--- src/rtl/mips_pkg.sv ---
// Shared definitions for the instruction-memory loader: loader states,
// word geometry and the running-checksum helper.
package mips_pkg;

  localparam int INSTR_WIDTH    = 32;
  localparam int BYTES_PER_WORD = 4;

  typedef enum logic [2:0] {
    IDLE  = 3'd0,
    LOAD  = 3'd1,
    CHECK = 3'd2,
    DONE  = 3'd3,
    ERROR = 3'd4
  } loader_state_t;

  // 8-bit additive checksum, wrapping modulo 256.
  function automatic logic [7:0] csum_add(input logic [7:0] acc, input logic [7:0] b);
    return acc + b;
  endfunction

endpackage

--- src/rtl/byte_packer.sv ---
// Big-endian byte-to-word packer: the first byte of a word lands in [31:24];
// word_valid flags the byte that completes a word, with word showing the result.
module byte_packer
  import mips_pkg::*;
(
  input  logic                   clk,
  input  logic                   rst,
  input  logic                   clear,
  input  logic                   in_valid,
  input  logic [7:0]             in_data,
  output logic [INSTR_WIDTH-1:0] word,
  output logic                   word_valid
);

  localparam logic [1:0] LAST_IDX = 2'(BYTES_PER_WORD - 1);

  logic [1:0]  byte_idx;
  logic [23:0] shift;

  // Byte index and the three already-received bytes of the current word.
  always_ff @(posedge clk or posedge rst) begin
    if (rst) begin
      byte_idx <= 2'd0;
      shift    <= 24'd0;
    end else if (clear) begin
      byte_idx <= 2'd0;
      shift    <= 24'd0;
    end else if (in_valid) begin
      byte_idx <= byte_idx + 2'd1;
      shift    <= {shift[15:0], in_data};
    end else begin
      byte_idx <= byte_idx;
      shift    <= shift;
    end
  end

  assign word_valid = in_valid && (byte_idx == LAST_IDX);
  assign word       = {shift, in_data};

endmodule

--- src/rtl/imem_loader.sv ---
// Boot-time instruction-memory loader: packs a checksummed byte stream into
// sequential instruction words and holds the core in reset until it verifies.
module imem_loader
  import mips_pkg::*;
#(
  parameter int ADDR_WIDTH = 6
) (
  input  logic                   clk,
  input  logic                   rst,
  input  logic                   start,
  input  logic [ADDR_WIDTH:0]    word_count,
  input  logic                   in_valid,
  input  logic [7:0]             in_data,
  output logic                   in_ready,
  output logic                   imem_we,
  output logic [ADDR_WIDTH-1:0]  imem_addr,
  output logic [INSTR_WIDTH-1:0] imem_wd,
  output logic                   cpu_rst,
  output logic                   busy,
  output logic                   done,
  output logic                   error
);

  localparam int              CW    = ADDR_WIDTH + 1;
  localparam logic [CW-1:0]   DEPTH = {1'b1, {ADDR_WIDTH{1'b0}}};
  localparam logic [CW-1:0]   ONE   = CW'(1);

  loader_state_t state, next_state;

  logic [CW-1:0]          word_idx;
  logic [CW-1:0]          last_idx;
  logic [7:0]             csum;
  logic                   accept;
  logic                   load_start;
  logic                   pack_accept;
  logic                   word_valid;
  logic [INSTR_WIDTH-1:0] packed_word;

  // Handshake and status decode from the registered state only.
  always_comb begin
    in_ready = 1'b0;
    busy     = 1'b0;
    done     = 1'b0;
    error    = 1'b0;
    cpu_rst  = 1'b1;
    case (state)
      LOAD, CHECK: begin
        in_ready = 1'b1;
        busy     = 1'b1;
      end
      DONE: begin
        done    = 1'b1;
        cpu_rst = 1'b0;
      end
      ERROR:   error = 1'b1;
      default: cpu_rst = 1'b1;
    endcase
  end

  assign accept      = in_valid && in_ready;
  assign pack_accept = accept && (state == LOAD);
  assign load_start  = start && ((state == IDLE) || (state == DONE) || (state == ERROR));

  byte_packer u_packer (
    .clk        (clk),
    .rst        (rst),
    .clear      (load_start),
    .in_valid   (pack_accept),
    .in_data    (in_data),
    .word       (packed_word),
    .word_valid (word_valid)
  );

  // Next-state logic.
  always_comb begin
    next_state = state;
    case (state)
      IDLE, DONE, ERROR: begin
        if (start) begin
          if (word_count > DEPTH) begin
            next_state = ERROR;
          end else if (word_count == '0) begin
            next_state = CHECK;
          end else begin
            next_state = LOAD;
          end
        end else begin
          next_state = state;
        end
      end
      LOAD: begin
        if (word_valid && (word_idx == last_idx)) begin
          next_state = CHECK;
        end else begin
          next_state = state;
        end
      end
      CHECK: begin
        if (accept) begin
          next_state = (in_data == csum) ? DONE : ERROR;
        end else begin
          next_state = state;
        end
      end
      default: next_state = IDLE;
    endcase
  end

  // State register.
  always_ff @(posedge clk or posedge rst) begin
    if (rst) begin
      state <= IDLE;
    end else begin
      state <= next_state;
    end
  end

  // Word index, last-word marker and running checksum.
  always_ff @(posedge clk or posedge rst) begin
    if (rst) begin
      word_idx <= '0;
      last_idx <= '0;
      csum     <= 8'd0;
    end else if (load_start) begin
      word_idx <= '0;
      last_idx <= word_count - ONE;
      csum     <= 8'd0;
    end else if (pack_accept) begin
      csum     <= csum_add(csum, in_data);
      word_idx <= word_valid ? (word_idx + ONE) : word_idx;
    end else begin
      word_idx <= word_idx;
      csum     <= csum;
    end
  end

  // Registered memory write port; address and data only move with a strobe.
  always_ff @(posedge clk or posedge rst) begin
    if (rst) begin
      imem_we   <= 1'b0;
      imem_addr <= '0;
      imem_wd   <= '0;
    end else if (word_valid) begin
      imem_we   <= 1'b1;
      imem_addr <= word_idx[ADDR_WIDTH-1:0];
      imem_wd   <= packed_word;
    end else begin
      imem_we   <= 1'b0;
    end
  end

endmodule
--- config.mk ---
export PLATFORM = sky130hd
export DESIGN_NAME = imem_loader
export DESIGN_NICKNAME = d
export VERILOG_FILES = /design/src/rtl/mips_pkg.sv /design/src/rtl/byte_packer.sv /design/src/rtl/imem_loader.sv
export SDC_FILE = /design/constraint.sdc
export NUM_CORES = 1
export LEC_CHECK = 0
export ABC_AREA = 0
export BUFFER_PORTS_ARGS = -buffer_cell sky130_fd_sc_hd__buf_2
export CAP_MARGIN = 20
export CELL_PAD_IN_SITES_DETAIL_PLACEMENT = 1
export CELL_PAD_IN_SITES_GLOBAL_PLACEMENT = 2
export CORE_UTILIZATION = 39
export CTS_CLUSTER_DIAMETER = 120
export DETAILED_ROUTE_END_ITERATION = 10
export HOLD_SLACK_MARGIN = 0.12
export PLACE_DENSITY = 0.92
export SLEW_MARGIN = 5
export SYNTH_ARGS = -nofsm -noshare
export SYNTH_HDL_FRONTEND = slang
export SYNTH_SLANG_ARGS = --single-unit
--- constraint.sdc ---
create_clock -name clk -period 8.5 [get_ports clk]
set_clock_uncertainty 0.15 [all_clocks]
set_input_delay 0.85 -clock clk [delete_from_list [all_inputs] [get_ports clk]]
set_output_delay 0.85 -clock clk [all_outputs]
set_load 0.01 [all_outputs]
# Word-level counts from Yosys, hierarchy flattened
# Cells that the tools add are included.
dict set report totals {
  ff_bits 90
  latchBits 0
  ramBits 0
  rom_bits 0
  inputBits 19
  out_inout_bits 44
  word_cells 60
  mem_count 0
}
dict set report classes {
  addsub 4
  mul 0
  div 0
  order_cmp 1
  n_eq_ne 10
  n_shift 0
  n_mux 21
  bitwise 0
  n_reduce_logical 15
}
# op n
set op_table {}
lappend op_table {{$mux 24} 2}
lappend op_table {{$mux 7} 3}
lappend op_table {{$mux 8} 2}
lappend op_table {{$mux 3} 5}
lappend op_table {{$pmux 3 s3} 1}
lappend op_table {{$add 8x8->8} 1}
lappend op_table {{$eq 8x8->1} 1}
lappend op_table {{$add 7x1->7 const B} 1}
lappend op_table {{$eq 7x7->1} 1}
lappend op_table {{$gt 7x7->1 const B} 1}
lappend op_table {{$logic_not 7->1} 1}
lappend op_table {{$sub 7x1->7 const B} 1}
lappend op_table {{$eq 3x2->1 const B} 2}
lappend op_table {{$mux 2} 3}
lappend op_table {{$logic_and 1x1->1} 5}
lappend op_table {{$mux 1} 5}
lappend op_table {{$ne 2x2->1 const B} 2}
lappend op_table {{$reduce_bool 2->1} 2}
lappend op_table {{$eq 3x1->1 const B} 1}
lappend op_table {{$eq 3x3->1 const B} 1}
lappend op_table {{$logic_not 3->1} 1}
lappend op_table {{$reduce_and 3->1} 1}
lappend op_table {{$reduce_or 3->1} 1}
lappend op_table {{$add 2x1->2 const B} 1}
lappend op_table {{other kinds (5)} 6}

# Logic depth before layout (Yosys ltp)
dict set report logic_depth {
  depth_word 9
  ltp_mapped 8
  depth_no_buf 7
}

# Hierarchy
# From an unflattened synthesis, not the netlist that was laid out.
dict set report hier_totals {
  hier_cells 377
  hier_area_um2 4428.0
}
# module instances cells_per_inst area_each_um2 seq_area_each_um2
set modules_own_cells {}
lappend modules_own_cells {imem_loader 1 282 3269.4 1601.5}
lappend modules_own_cells {byte_packer 1 95 1158.6 650.6}

# Least setup slack after synthesis
# Ideal clock, no wire load.
dict set report synth_path {
  path_kind {input port to flip-flop}
  startpoint {in in_data[0]}
  endpoint {reg csum[6]}
  setup_ns 0.121
  t_arrival_ns 2.241
  t_required_ns 8.229
  setup_slack_ns 5.988
  cell_stages 7
  n_path_buf 0
  path_cell_list {ha_1 -> fa_1 -> a21o_1 -> a21oi_1 -> o211ai_1 -> xor2_1 -> a22o_1}
}
dict set report synth_via {
  elab_chain_len 3
}
# item line
set synth_rtl {}
lappend synth_rtl {{start: declaration} imem_loader.sv:13} ;# input logic [7:0] in_data,
lappend synth_rtl {{$add 8x8->8} mips_pkg.sv:18} ;# return acc + b;
lappend synth_rtl {{$mux 8} imem_loader.sv:128} ;# end else if (pack_accept) begin
lappend synth_rtl {{$mux 8} imem_loader.sv:124} ;# end else if (load_start) begin
lappend synth_rtl {{end signal: assignment} imem_loader.sv:129} ;# csum <= csum_add(csum, in_data);
lappend synth_rtl {{end signal: assignment} imem_loader.sv:133} ;# csum <= csum;
lappend synth_rtl {{end: declaration} imem_loader.sv:32} ;# logic [7:0] csum;
# No other way between the ends. The select of a mux whose other input is x is not followed.
# A chain may end at the register's enable or synchronous reset.

# Worst setup path in the final report
dict set report layout_path {
  startpoint {reg state[2]}
  endpoint {reg word_idx[5]}
}
dict set report layout_via {
  elab_chain_len 8
  elab_cells_between_ends 17
  classes_between {eq/ne: 4; mux: 2; reduce/logical: 11}
}
# item line
set layout_rtl {}
lappend layout_rtl {{start: declaration} imem_loader.sv:28} ;# loader_state_t state, next_state;
lappend layout_rtl {{start signal: assignment} imem_loader.sv:114} ;# state <= next_state;
lappend layout_rtl {{$eq 3x1->1 / $eq 3x2->1 (equally long branches)} {imem_loader.sv:46, imem_loader.sv:61}}
lappend layout_rtl {{$reduce_or 2->1} imem_loader.sv:46} ;# case (state)
lappend layout_rtl {{$mux 1} imem_loader.sv:46}
lappend layout_rtl {{$logic_and 1x1->1} imem_loader.sv:60} ;# assign accept = in_valid && in_ready;
lappend layout_rtl {{$logic_and 1x1->1 (*)} imem_loader.sv:61} ;# assign pack_accept = accept && (state == LOAD);
lappend layout_rtl {{$logic_and 1x1->1 (*)} byte_packer.sv:37} ;# assign word_valid = in_valid && (byte_idx == LAST_IDX);
lappend layout_rtl {{named net u_packer.word_valid} byte_packer.sv:12} ;# output logic word_valid
lappend layout_rtl {{$reduce_bool 2->1 (no source line) (*)} -}
lappend layout_rtl {{$reduce_and 2->1 (no source line) (*)} -}
lappend layout_rtl {{end signal: assignment} imem_loader.sv:130} ;# word_idx <= word_valid ? (word_idx + ONE) : word_idx;
lappend layout_rtl {{end signal: assignment} imem_loader.sv:132} ;# word_idx <= word_idx;
lappend layout_rtl {{end: declaration} imem_loader.sv:30} ;# logic [CW-1:0] word_idx;
# Mark *: on every way through the listed nets, which the timed path passes. The rest lies on a longest branch.

==> metrics.txt <==
# TYPE chip_impl_metric gauge
chip_impl_info{name="status",value="finished, final reports clean"} 1
chip_impl_metric{name="max_slew_violation_count",unit=""} 0
chip_impl_metric{name="yosys_warnings",unit=""} 0
chip_impl_metric{name="first_pass_iters",unit=""} 4
chip_impl_metric{name="fin_nets",unit=""} 473
chip_impl_metric{name="cellLeakagePower",unit="nW"} 2.354
chip_impl_metric{name="synth.distinct_cells",unit=""} 41
chip_impl_metric{name="layout-drive-gt1-share",unit=""} 0.2825
chip_impl_metric{name="slew_headroom",unit=""} 0.3809
chip_impl_metric{name="regToRegSetupSlack",unit="ps"} 5120
chip_impl_metric{name="synth-edff-count",unit=""} 0
chip_impl_metric{name="gp_congestion",unit=""} 0.7940
chip_impl_metric{name="area_growth",unit="%"} 14.74
chip_impl_metric{name="layout_min_cycle_time",unit="ps"} 3376
chip_impl_metric{name="postPlaceCellArea",unit="um2"} 4531
chip_impl_info{name="rsz_0062_raised_after_global_routing",value="false"} 1
chip_impl_info{name="ys_top_cells_by_area",value="sky130_fd_sc_hd__dfrtp_1 (55%), sky130_fd_sc_hd__mux2_2 (11%), sky130_fd_sc_hd__nand2_1 (7.3%)"} 1
chip_impl_metric{name="wl",unit="mm"} 9.247
chip_impl_info{name="dominantRegCellSynth",value="sky130_fd_sc_hd__dfrtp_1"} 1
chip_impl_metric{name="gr-total-overflow",unit=""} 0
chip_impl_metric{name="die_area",unit="um2"} 10970
chip_impl_info{name="timing.setup.critical_path_class",value="reg2reg"} 1
chip_impl_metric{name="worstRegToRegCells",unit=""} 6
chip_impl_metric{name="drc_errors",unit=""} 0
chip_impl_metric{name="grt_pass1_vias",unit=""} 3120
chip_impl_metric{name="largest_net_degree_at_the_start_of_global_routing",unit=""} 91
chip_impl_metric{name="die_height",unit="um"} 104.7
chip_impl_info{name="cts_tree",value="built"} 1
chip_impl_info{name="netlist.top_cell.by_area",value="sky130_fd_sc_hd__dfrtp_1"} 1
chip_impl_metric{name="worst-endpoint-required",unit="ps"} 8640
chip_impl_metric{name="setup_tns",unit="ps"} 0
chip_impl_metric{name="num_rows",unit=""} 37
chip_impl_metric{name="fp.coreArea",unit="um2"} 10280
chip_impl_info{name="synth.most_common_cell",value="sky130_fd_sc_hd__dfrtp_1"} 1
chip_impl_metric{name="insertion_delay",unit="ps"} 370
chip_impl_metric{name="arrival",unit="ps"} 3520
chip_impl_metric{name="synth_top_area_share",unit=""} 0.5471
chip_impl_metric{name="post-cts-setup-buffer-count",unit=""} 0
chip_impl_metric{name="final_design_area_no_fill",unit="um2"} 4723
chip_impl_metric{name="hold_viol",unit=""} 0
chip_impl_metric{name="synth_area",unit="um2"} 4116
chip_impl_metric{name="crit_fanout",unit=""} 38
chip_impl_metric{name="worst_pin_slew",unit="ps"} 925.4
chip_impl_metric{name="post_synth.cell_area_avg",unit="um2"} 10.75
chip_impl_metric{name="yosysSeqAreaShare",unit=""} 0.5471
chip_impl_metric{name="power.density",unit="nW/um2"} 283.6
chip_impl_info{name="worstHoldPathType",value="in2async"} 1
chip_impl_metric{name="grt_first_pass_wirelength",unit="mm"} 15.92
chip_impl_metric{name="drt-vias-per-instance",unit=""} 5.036
chip_impl_metric{name="max_h_tree_level",unit=""} 3
chip_impl_metric{name="number_of_instances_resized_during_post_cts_repair",unit=""} 0
chip_impl_metric{name="postSynthNetCount",unit=""} 414
chip_impl_info{name="ctsRootBufferMaster",value="sky130_fd_sc_hd__clkbuf_8"} 1
chip_impl_metric{name="vias",unit=""} 2931
chip_impl_metric{name="initial_core_util",unit=""} 0.4005
chip_impl_metric{name="final_min_period_over_clock_period",unit=""} 0.3971
chip_impl_metric{name="finalSetupViolations",unit=""} 0
chip_impl_info{name="capture_point_of_the_worst_reg_to_reg_path",value="word_idx[5]$_DFFE_PP0P_"} 1
chip_impl_metric{name="route.detailed.wl_per_inst",unit="um"} 15.89
chip_impl_metric{name="max-clock-path-buffers",unit=""} 2
chip_impl_metric{name="path_clk_slew",unit="ps"} 100
chip_impl_metric{name="place.port_buffers",unit=""} 62
chip_impl_metric{name="synth_async_sr_flop_share",unit=""} 1.000
chip_impl_metric{name="floorplan.io_pins",unit=""} 63
chip_impl_metric{name="holdBufCountCts",unit=""} 0
chip_impl_info{name="timing.critical_path.from_type",value="flip-flop"} 1
chip_impl_metric{name="antenna-diode-count",unit=""} 0
chip_impl_metric{name="number_of_storage_elements_in_the_synthesis_netlist",unit=""} 90
chip_impl_metric{name="cts_made_buffers",unit=""} 9
chip_impl_metric{name="clock_sinks",unit=""} 90
chip_impl_info{name="regToRegStartpoint",value="state[2]$_DFFE_PP0P_"} 1
chip_impl_metric{name="max-vdd-ir-drop",unit="V"} 0.00009991
chip_impl_info{name="endpoint_kind_of_the_worst_setup_timing_path",value="flip-flop"} 1
chip_impl_info{name="synth.top_cells.by_count",value="sky130_fd_sc_hd__dfrtp_1 (90), sky130_fd_sc_hd__nand2_1 (80), sky130_fd_sc_hd__o21ai_0 (44)"} 1
chip_impl_metric{name="final_antenna_net_count",unit=""} 0
chip_impl_metric{name="die_w",unit="um"} 104.7
chip_impl_metric{name="detailed_placement_hpwl",unit="mm"} 6.439
chip_impl_metric{name="netlist_instances",unit=""} 383
chip_impl_metric{name="detail_route.iter0.violations",unit=""} 119
chip_impl_metric{name="max_clock_freq",unit="MHz"} 296.2
chip_impl_metric{name="grt_antenna_before_repair",unit=""} 0
chip_impl_metric{name="grtUsageTotal",unit=""} 0.1853
chip_impl_metric{name="cap_viol_max_count",unit=""} 0
chip_impl_metric{name="filler_cell_count",unit=""} 1191
chip_impl_info{name="cp-startpoint",value="state[2]$_DFFE_PP0P_"} 1
==> cell families (layout without fill, tap and decap cells) <==
logic type | count (synthesis) | after routing | synth area share
AND/OR/NAND/NOR | 125 | 125 | 0.1313
adder cells (fa/ha/maj) | 12 | 12 | 0.03830
multiplexers | 40 | 40 | 0.1091
AO/OA/AOI/OAI | 68 | 68 | 0.09696
flip-flops | 90 | 90 | 0.5471
XOR/XNOR | 23 | 23 | 0.04894
buffers and inverters | 25 | 88 | 0.02826
==> how the worst max path moves through the flow <==
stage	end	slack, ps
finish	word_idx[5]$_DFFE_PP0P_	5120
global route	word_idx[5]$_DFFE_PP0P_	4870
CTS	word_idx[5]$_DFFE_PP0P_	5100
detailed placement	word_idx[5]$_DFFE_PP0P_	4730
global placement	word_idx[5]$_DFFE_PP0P_	4830
floorplan	csum[0]$_DFFE_PP0P_	5160
==> layer usage <==
layer / vias up / GRT usage / share of wire
li1: 1430 / - / -
met1: 1457 / 0.2462 / 0.47
met2: 36 / 0.2999 / 0.49
met5: - / 0 / 0
met3: 8 / 0.04242 / 0.025
met4: 0 / 0.06036 / 0.012
==> stage by stage <==
step	power, mW	util	setup WS, ps	hold slack, ps	instances
2_1_floorplan	0.9448	-	5165	317.4	383
3_3_place_gp	1.053	0.4408	4833	333.1	566
3_5_place_dp	1.087	0.4408	4735	342.7	566
4_1_cts	1.356	0.4569	5105	364.6	581
5_1_grt	1.443	0.4596	4871	348.7	582
6_report	1.340	0.4596	5124	344.7	582
==> where the power goes <==
part	internal (mW)	switching (mW)	leakage [nW]
registers	0.550	0.0939	1.22
clock network	0.106	0.158	0.0896
logic	0.186	0.246	1.04
total	0.842	0.498	2.35
==> cell usage in the layout, fill, tap and decap left out, drive strengths merged, types with 2 or more instances in the layout <==
cell	n
o21ai	45
buf	66
or3	4
nand2	81
xor2	8
xnor2	15
ha	11
nand4	2
clkinv	5
a21o	2
a21oi	9
mux2	39
nor3	5
inv	8
and2	3
clkbuf	9
nand3	13
o211ai	3
a22o	2
nor2	11
dfrtp	90
==> registers in the layout, indices dropped and copies added (netlist names) <==
name and flops:
imem_we 1, imem_wd 32, last_idx 7, u_packer.shift 24, word_idx 7, imem_addr 6, csum 8, u_packer.byte_idx 2
state 3
==> worst max-delay path, stage by stage, from the launching register on <==
cell                       delay [ps]
sky130_fd_sc_hd__dfrtp_1          500
sky130_fd_sc_hd__and4bb_2         810
sky130_fd_sc_hd__nand2_2          710
sky130_fd_sc_hd__inv_2            400
sky130_fd_sc_hd__nand4_1          190
sky130_fd_sc_hd__or3_1            380
sky130_fd_sc_hd__a21oi_1          170
==> layout make-up <==
class                           count  area [um2]  area share
Clock inverter                      6       41.29    0.008742
Timing Repair Buffer               66       360.3     0.07629
Clock buffer                        9       123.9     0.02623
Multi-Input combinational cell    268        1748      0.3701
Tap cell                          136       170.2     0.03603
Sequential cell                    90        2252      0.4768
Inverter                            7       27.53    0.005828
No activity file was read; power rests on OpenSTA's default activity.
